## config.mk

```make
export PLATFORM = sky130hd
export DESIGN_NAME = operand_fifo
export DESIGN_NICKNAME = d
export VERILOG_FILES = /design/src/rtl/operand_fifo.sv
export SDC_FILE = /design/constraint.sdc
export NUM_CORES = 1
export LEC_CHECK = 0
export CAP_MARGIN = 20
export CORE_MARGIN = 3
export CORE_UTILIZATION = 47
export CTS_CLUSTER_SIZE = 28
export DETAILED_ROUTE_END_ITERATION = 10
export PLACE_DENSITY_LB_ADDON = 0.08
export REMOVE_ABC_BUFFERS = 1
export SETUP_SLACK_MARGIN = 0.3
export SLEW_MARGIN = 25
export SYNTH_ARGS = -nofsm -noshare
export SYNTH_HDL_FRONTEND = slang
export SYNTH_SLANG_ARGS = --single-unit
```

## constraint.sdc

```tcl
create_clock -name clk_i -period 1.95 [get_ports clk_i]
set_clock_uncertainty 0.15 [all_clocks]
set_input_delay 0.2925 -clock clk_i [delete_from_list [all_inputs] [get_ports clk_i]]
set_output_delay 0.2925 -clock clk_i [all_outputs]
set_load 0.05 [all_outputs]
```

## src/rtl/operand_fifo.sv

```systemverilog
// operand_fifo: first-word-fall-through valid/ready operand buffer; in_* write side, out_* head side, count = stored words
module operand_fifo #(
  parameter int DATA_WIDTH = 8,
  parameter int DEPTH = 4,
  localparam int CNT_W = $clog2(DEPTH) + 1
) (
  input  logic                  clk_i,
  input  logic                  arst_n,
  input  logic [DATA_WIDTH-1:0] in_data,
  input  logic                  in_valid,
  output logic                  in_ready,
  output logic [DATA_WIDTH-1:0] out_data,
  output logic                  out_valid,
  input  logic                  out_ready,
  output logic [CNT_W-1:0]      count
);
  localparam int AW = $clog2(DEPTH);
  logic [DATA_WIDTH-1:0] mem [DEPTH];
  logic [AW-1:0] wr_ptr, rd_ptr;
  logic push, pop;
  assign in_ready = count != CNT_W'(DEPTH);
  assign out_valid = count != '0;
  assign out_data = mem[rd_ptr];
  assign push = in_valid & in_ready;
  assign pop = out_valid & out_ready;
  always_ff @(posedge clk_i)
    if (push) mem[wr_ptr] <= in_data;
  always_ff @(posedge clk_i or negedge arst_n)
    if (!arst_n) begin
      wr_ptr <= '0;
      rd_ptr <= '0;
      count <= '0;
    end else begin
      if (push) wr_ptr <= wr_ptr + 1'b1;
      if (pop) rd_ptr <= rd_ptr + 1'b1;
      if (push != pop) count <= push ? count + 1'b1 : count - 1'b1;
    end
endmodule

```

# After elaboration in Yosys (flattened, before gate mapping)
# Memories as Yosys holds them, arrays and structs flattened.
# Cells that the tools add are included.
# Widths: inputs -> output; s select.
# word_totals
reg_bits	7
latchBits	0
mem_bits_rw	32
rom_bits	0
in_bits	12
output_inout_bits	13
elab_cells	16
n_memories	1
# memory_table
memory	depth	word_bits	read_ports	rd_clocked_by_memory_dff	wr	line	text
mem	4	8	1	0	1	18	logic [DATA_WIDTH-1:0] mem [DEPTH];
# classes
addsub	4
mul	0
div	0
order_cmp	0
eq_ne	2
n_shift	0
muxes	3
bitwise	2
reduce_logical	1
# ops
operator	count
$add 2x1->2 const B	2
$add 3x1->3 const B	1
$mux 3	1
$ne 3x3->1 const B	1
$reduce_bool 3->1	1
$sub 3x1->3 const B	1
$and 1x1->1	2
$mux 1	2
$ne 1x1->1	1

# Depth between registers and ports, before layout
# Gate-level depths: netlist (run 1).
# logic_depth
word_depth	4
ltp_mapped	7
depth_no_buf	7

# Worst setup path after synthesis (run 1)
# No wires, ideal clock.
# synth_timing
path_type	flip-flop to flip-flop
from	register count[0]
to	register count[2]
setup_ns	0.084
arrival_time_ns	2.184
t_required_ns	1.716
setup_slack_ns	-0.468
path_stages_with_launch	8
n_path_buf	0
synth_period_minus_slack_ns	2.418
cell_sequence	dfrtp_1 nor2_2 a21boi_4 inv_1 fa_1 nand2b_1 o32a_1 o211ai_2
# synth_between
elab_chain_cells	3
word_cells_on_any_way	8
classes_between	add/sub: 2; eq/ne: 2; mux: 1; bitwise: 2; reduce/logical: 1
# synth_rtl
item	line	text
from (decl)	15	output logic [CNT_W-1:0] count
from (signal assigned)	36	if (push != pop) count <= push ? count + 1'b1 : count - 1'b1;
parallel branches: the longest is 3 deep, another holds $sub 3x1->3	-	
# Parallel ways; which one is timed is not known.
# A chain may end at the register's enable or synchronous reset.

# Final worst setup path (run 1)
# layout_timing
from	register rd_ptr[0]
to	output port out_data[5]
# layout_between
elab_chain_cells	1
# layout_rtl
item	line	text
from (decl)	19	logic [AW-1:0] wr_ptr, rd_ptr;
from (signal assigned)	35	if (pop) rd_ptr <= rd_ptr + 1'b1;
$mem_v2 4x8	-	
to (decl)	12	output logic [DATA_WIDTH-1:0] out_data,
# Every way passes these cells.

==> reports/summary.txt, run 1 <==
Outcome: finished, violations left
Failing checks: negative setup slack
Count leader, synth: edfxtp_1
Mean Syn Cell Area: 18.16 um2
Max VDD drop: 0.001190 V
P&R area growth vs syn: 40.37%
Leak: 0.0008888 uW
Vias in the first global route: 1019
Switching share of total power: 0.3940
Die footprint: 4305 um2
CP required: 1.51 ns
Dominant cell type by area after synthesis: edfxtp_1
Total wire length: 2.893 mm
Post-DP HPWL: 1.898 mm
Setup TNS: -0.3828 ns
CP startpoint kind: flip-flop
Depth of the worst register-to-register path: 6
EDFF count, synth: 32
Iter 0 DRT Violations: 31
Post-synth cell types: 27
CP arrival: 1.56 ns
Clock Pin Slew Worst Setup and Hold Paths: 0.11 ns
Port bufs: 24
CP Capture Type: primary output
Fill cells: 224
P_int: 2427 uW
Wire length per cell: 15.07 um
Comb pwr share: 0.589
Top_reg_cell synth: edfxtp_1
Hold WC Path Type: in2async
FF+latch count, synth: 39
Global-route usage over all layers: 0.1515
Synth top cells by count: edfxtp_1 (32), mux4_2 (8), dfrtp_1 (7)
Net Switching: 1578 uW
Fin crit share: 1.029
Part of the power in registers: 0.314
Initial antenna violation count: 0
Slowest cell on the critical path: mux4_2
Max Cap Viol: 0
First-pass GRT wire length: 4.733 mm
Yosys top cell area share: 0.5753
Cell Pwr Density: 1708 nW/um2
Final hold slack: 0.06885 ns
Std cell rows: 21
Seq/Total Area, Yosys: 0.6801
Num CTS Buffers: 5
Multi-input logic area: 526.8 um2
Clock sinks: 39
Core box area: 3390 um2
Crit path kind: reg2out
Starting Density: 0.4928
Die Wd: 65.62 um
Clock group share of total power: 0.097
Overall power: 4005 uW
Diode count: 0
Mapped Cells: 92
Synth warnings: 0
Clock Root Buffer: clkbuf_4
Final Setup Violations: 8
Pre-antenna DRT Iters: 3
Die H: 65.62 um
Nets@finish: 162
Post-place setup slack: -0.2780 ns
Slew Limit Fails: 0
Via count: 969
CP Max Fanout: 8
Layout cells sized above 1: 0.4521
Crit path setup slack, layout: -0.05729 ns
Worst-Skew Late Latency: 0.34 ns
Max Root-Sink Buffers: 2
Final Wtd Congestion: 0.7836
H-Tree Depth: 2
DRC viols: 0
CTS tree: done
Final period demand of the worst path: 2.007 ns
Top area cells in the synthesized netlist: edfxtp_1 (58%), mux4_2 (11%), dfrtp_1 (10%)
RSZ-0062 raised after global routing: true
Sequential Area: 1137 um2
Final hold violation count: 0
Share of flip-flops with an asynchronous set or reset: 0.1795
Post-DRT Antenna Nets: 0
Largest net degree at the start of global routing: 13
Synthesized area: 1670 um2
Vias/cell: 5.047
Fmax: 0.4982 GHz
Worst slew margin: 0.7073
# IOs: 25
Cell breakdown of the critical path: buf_12 > mux4_2 > buf_6
Total congestion overflow: 0
Worst slew pin tran: 0.4391 ns
CP max stage delay: 0.51 ns
==> cell usage in the layout, fill, tap and decap left out, drive strengths merged <==
cell / instances
o21a: 1
a21boi: 1
clkdlybuf4s50: 11
nand2: 4
o221ai: 1
nor2: 3
fa: 1
and2: 4
clkbuf: 5
ha: 4
mux4: 8
inv: 3
o31ai: 1
clkinv: 2
o32a: 1
nand3: 4
mux2: 2
dfrtp: 7
nand2b: 1
o21ai: 3
edfxtp: 32
xnor2: 4
clkinvlp: 1
or3: 1
buf: 39
o211ai: 2
==> registers in the layout, indices dropped and copies added, names as in the netlist <==
signal and cells:
count 3, mem 32, rd_ptr 2, wr_ptr 2
==> power groups by stage <==
stage	combinational [uW]	sequential [uW]	clock, uW
2_1_floorplan	1050	1430	0
3_3_place_gp	1870	1270	0
3_5_place_dp	1880	1280	0
4_1_cts	2230	1260	402
5_1_grt	2500	1290	441
6_report	2360	1260	388
==> worst max-delay path, delay by kind of cell (launching register included) <==
kind / cells / cell delay [ns]
muxes: 1 / 0.51
DFF: 1 / 0.40
buffers and inverters: 2 / 0.31
==> per-stage QoR <==
step                      instances    util  area, um2
after floorplan                  88       -       1652
after global placement          171  0.6128       2077
after detailed placement        171  0.6128       2077
after CTS                       186  0.6729       2281
after global routing            192  0.6918       2345
final                           192  0.6918       2345
==> layout make-up <==
cell class                 count  share of cell area
clock buffer                   5             0.01601
timing repair buffer          50              0.2385
multi-input combinational     46              0.2247
sequential                    39              0.4851
clock inverter                 3            0.006403
inverter                       3            0.004803
tap                           46             0.02455
==> layer usage <==
layer / GRT usage / vias up / wire length, um
li1: - / 462 / -
met1: 0.1686 / 480 / 1197
met2: 0.2642 / 22 / 1515
met3: 0.05641 / 5 / 146
met4: 0.05440 / 0 / 34
met5: 0 / - / 0
==> path summary, 6_finish.rpt <==
check	startpoint	end	slack, ns
min in group clk_i	in_data[1]	mem[0][1]	0.43
max	rd_ptr[0]	out_data[5]	-0.06
max in group asynchronous	arst_n	rd_ptr[0]	1.30
max reg2reg	count[0]	count[2]	0.08
min reg2reg	wr_ptr[1]	wr_ptr[1]	0.44
min	arst_n	count[2]	0.07
==> cell families after synthesis <==
| logic type | after synthesis | share of synthesized area |
|---|---|---|
| flops | 39 | 0.6802 |
| simple gates | 17 | 0.05768 |
| compound gates | 10 | 0.05543 |
| mux | 10 | 0.1258 |
| buf+inv | 7 | 0.01797 |
| fa+ha+maj | 5 | 0.04195 |
| xor+xnor | 4 | 0.02097 |
==> timing repair <==
| action | in CTS | in global routing |
|---|---|---|
| cloned | 0 | 0 |
| pin swaps | 4 | 4 |
| hold buffers | 0 | 0 |
| gates resized for setup | 27 | 5 |
| setup endpoints to repair | 12 | 14 |
| buffers inserted | 7 | 6 |
No activity file was read; power rests on OpenSTA's default activity.
==> run 2: changes to the inputs <==
--- a/config.mk
+++ b/config.mk
@@ -5,6 +5,7 @@
 export SDC_FILE = /design/constraint.sdc
 export NUM_CORES = 1
 export LEC_CHECK = 0
+export ABC_AREA = 0
 export CAP_MARGIN = 20
 export CORE_MARGIN = 3
 export CORE_UTILIZATION = 47
==> results of run 2 <==
Final layout, timing and power as in run 1 (identical DEF).
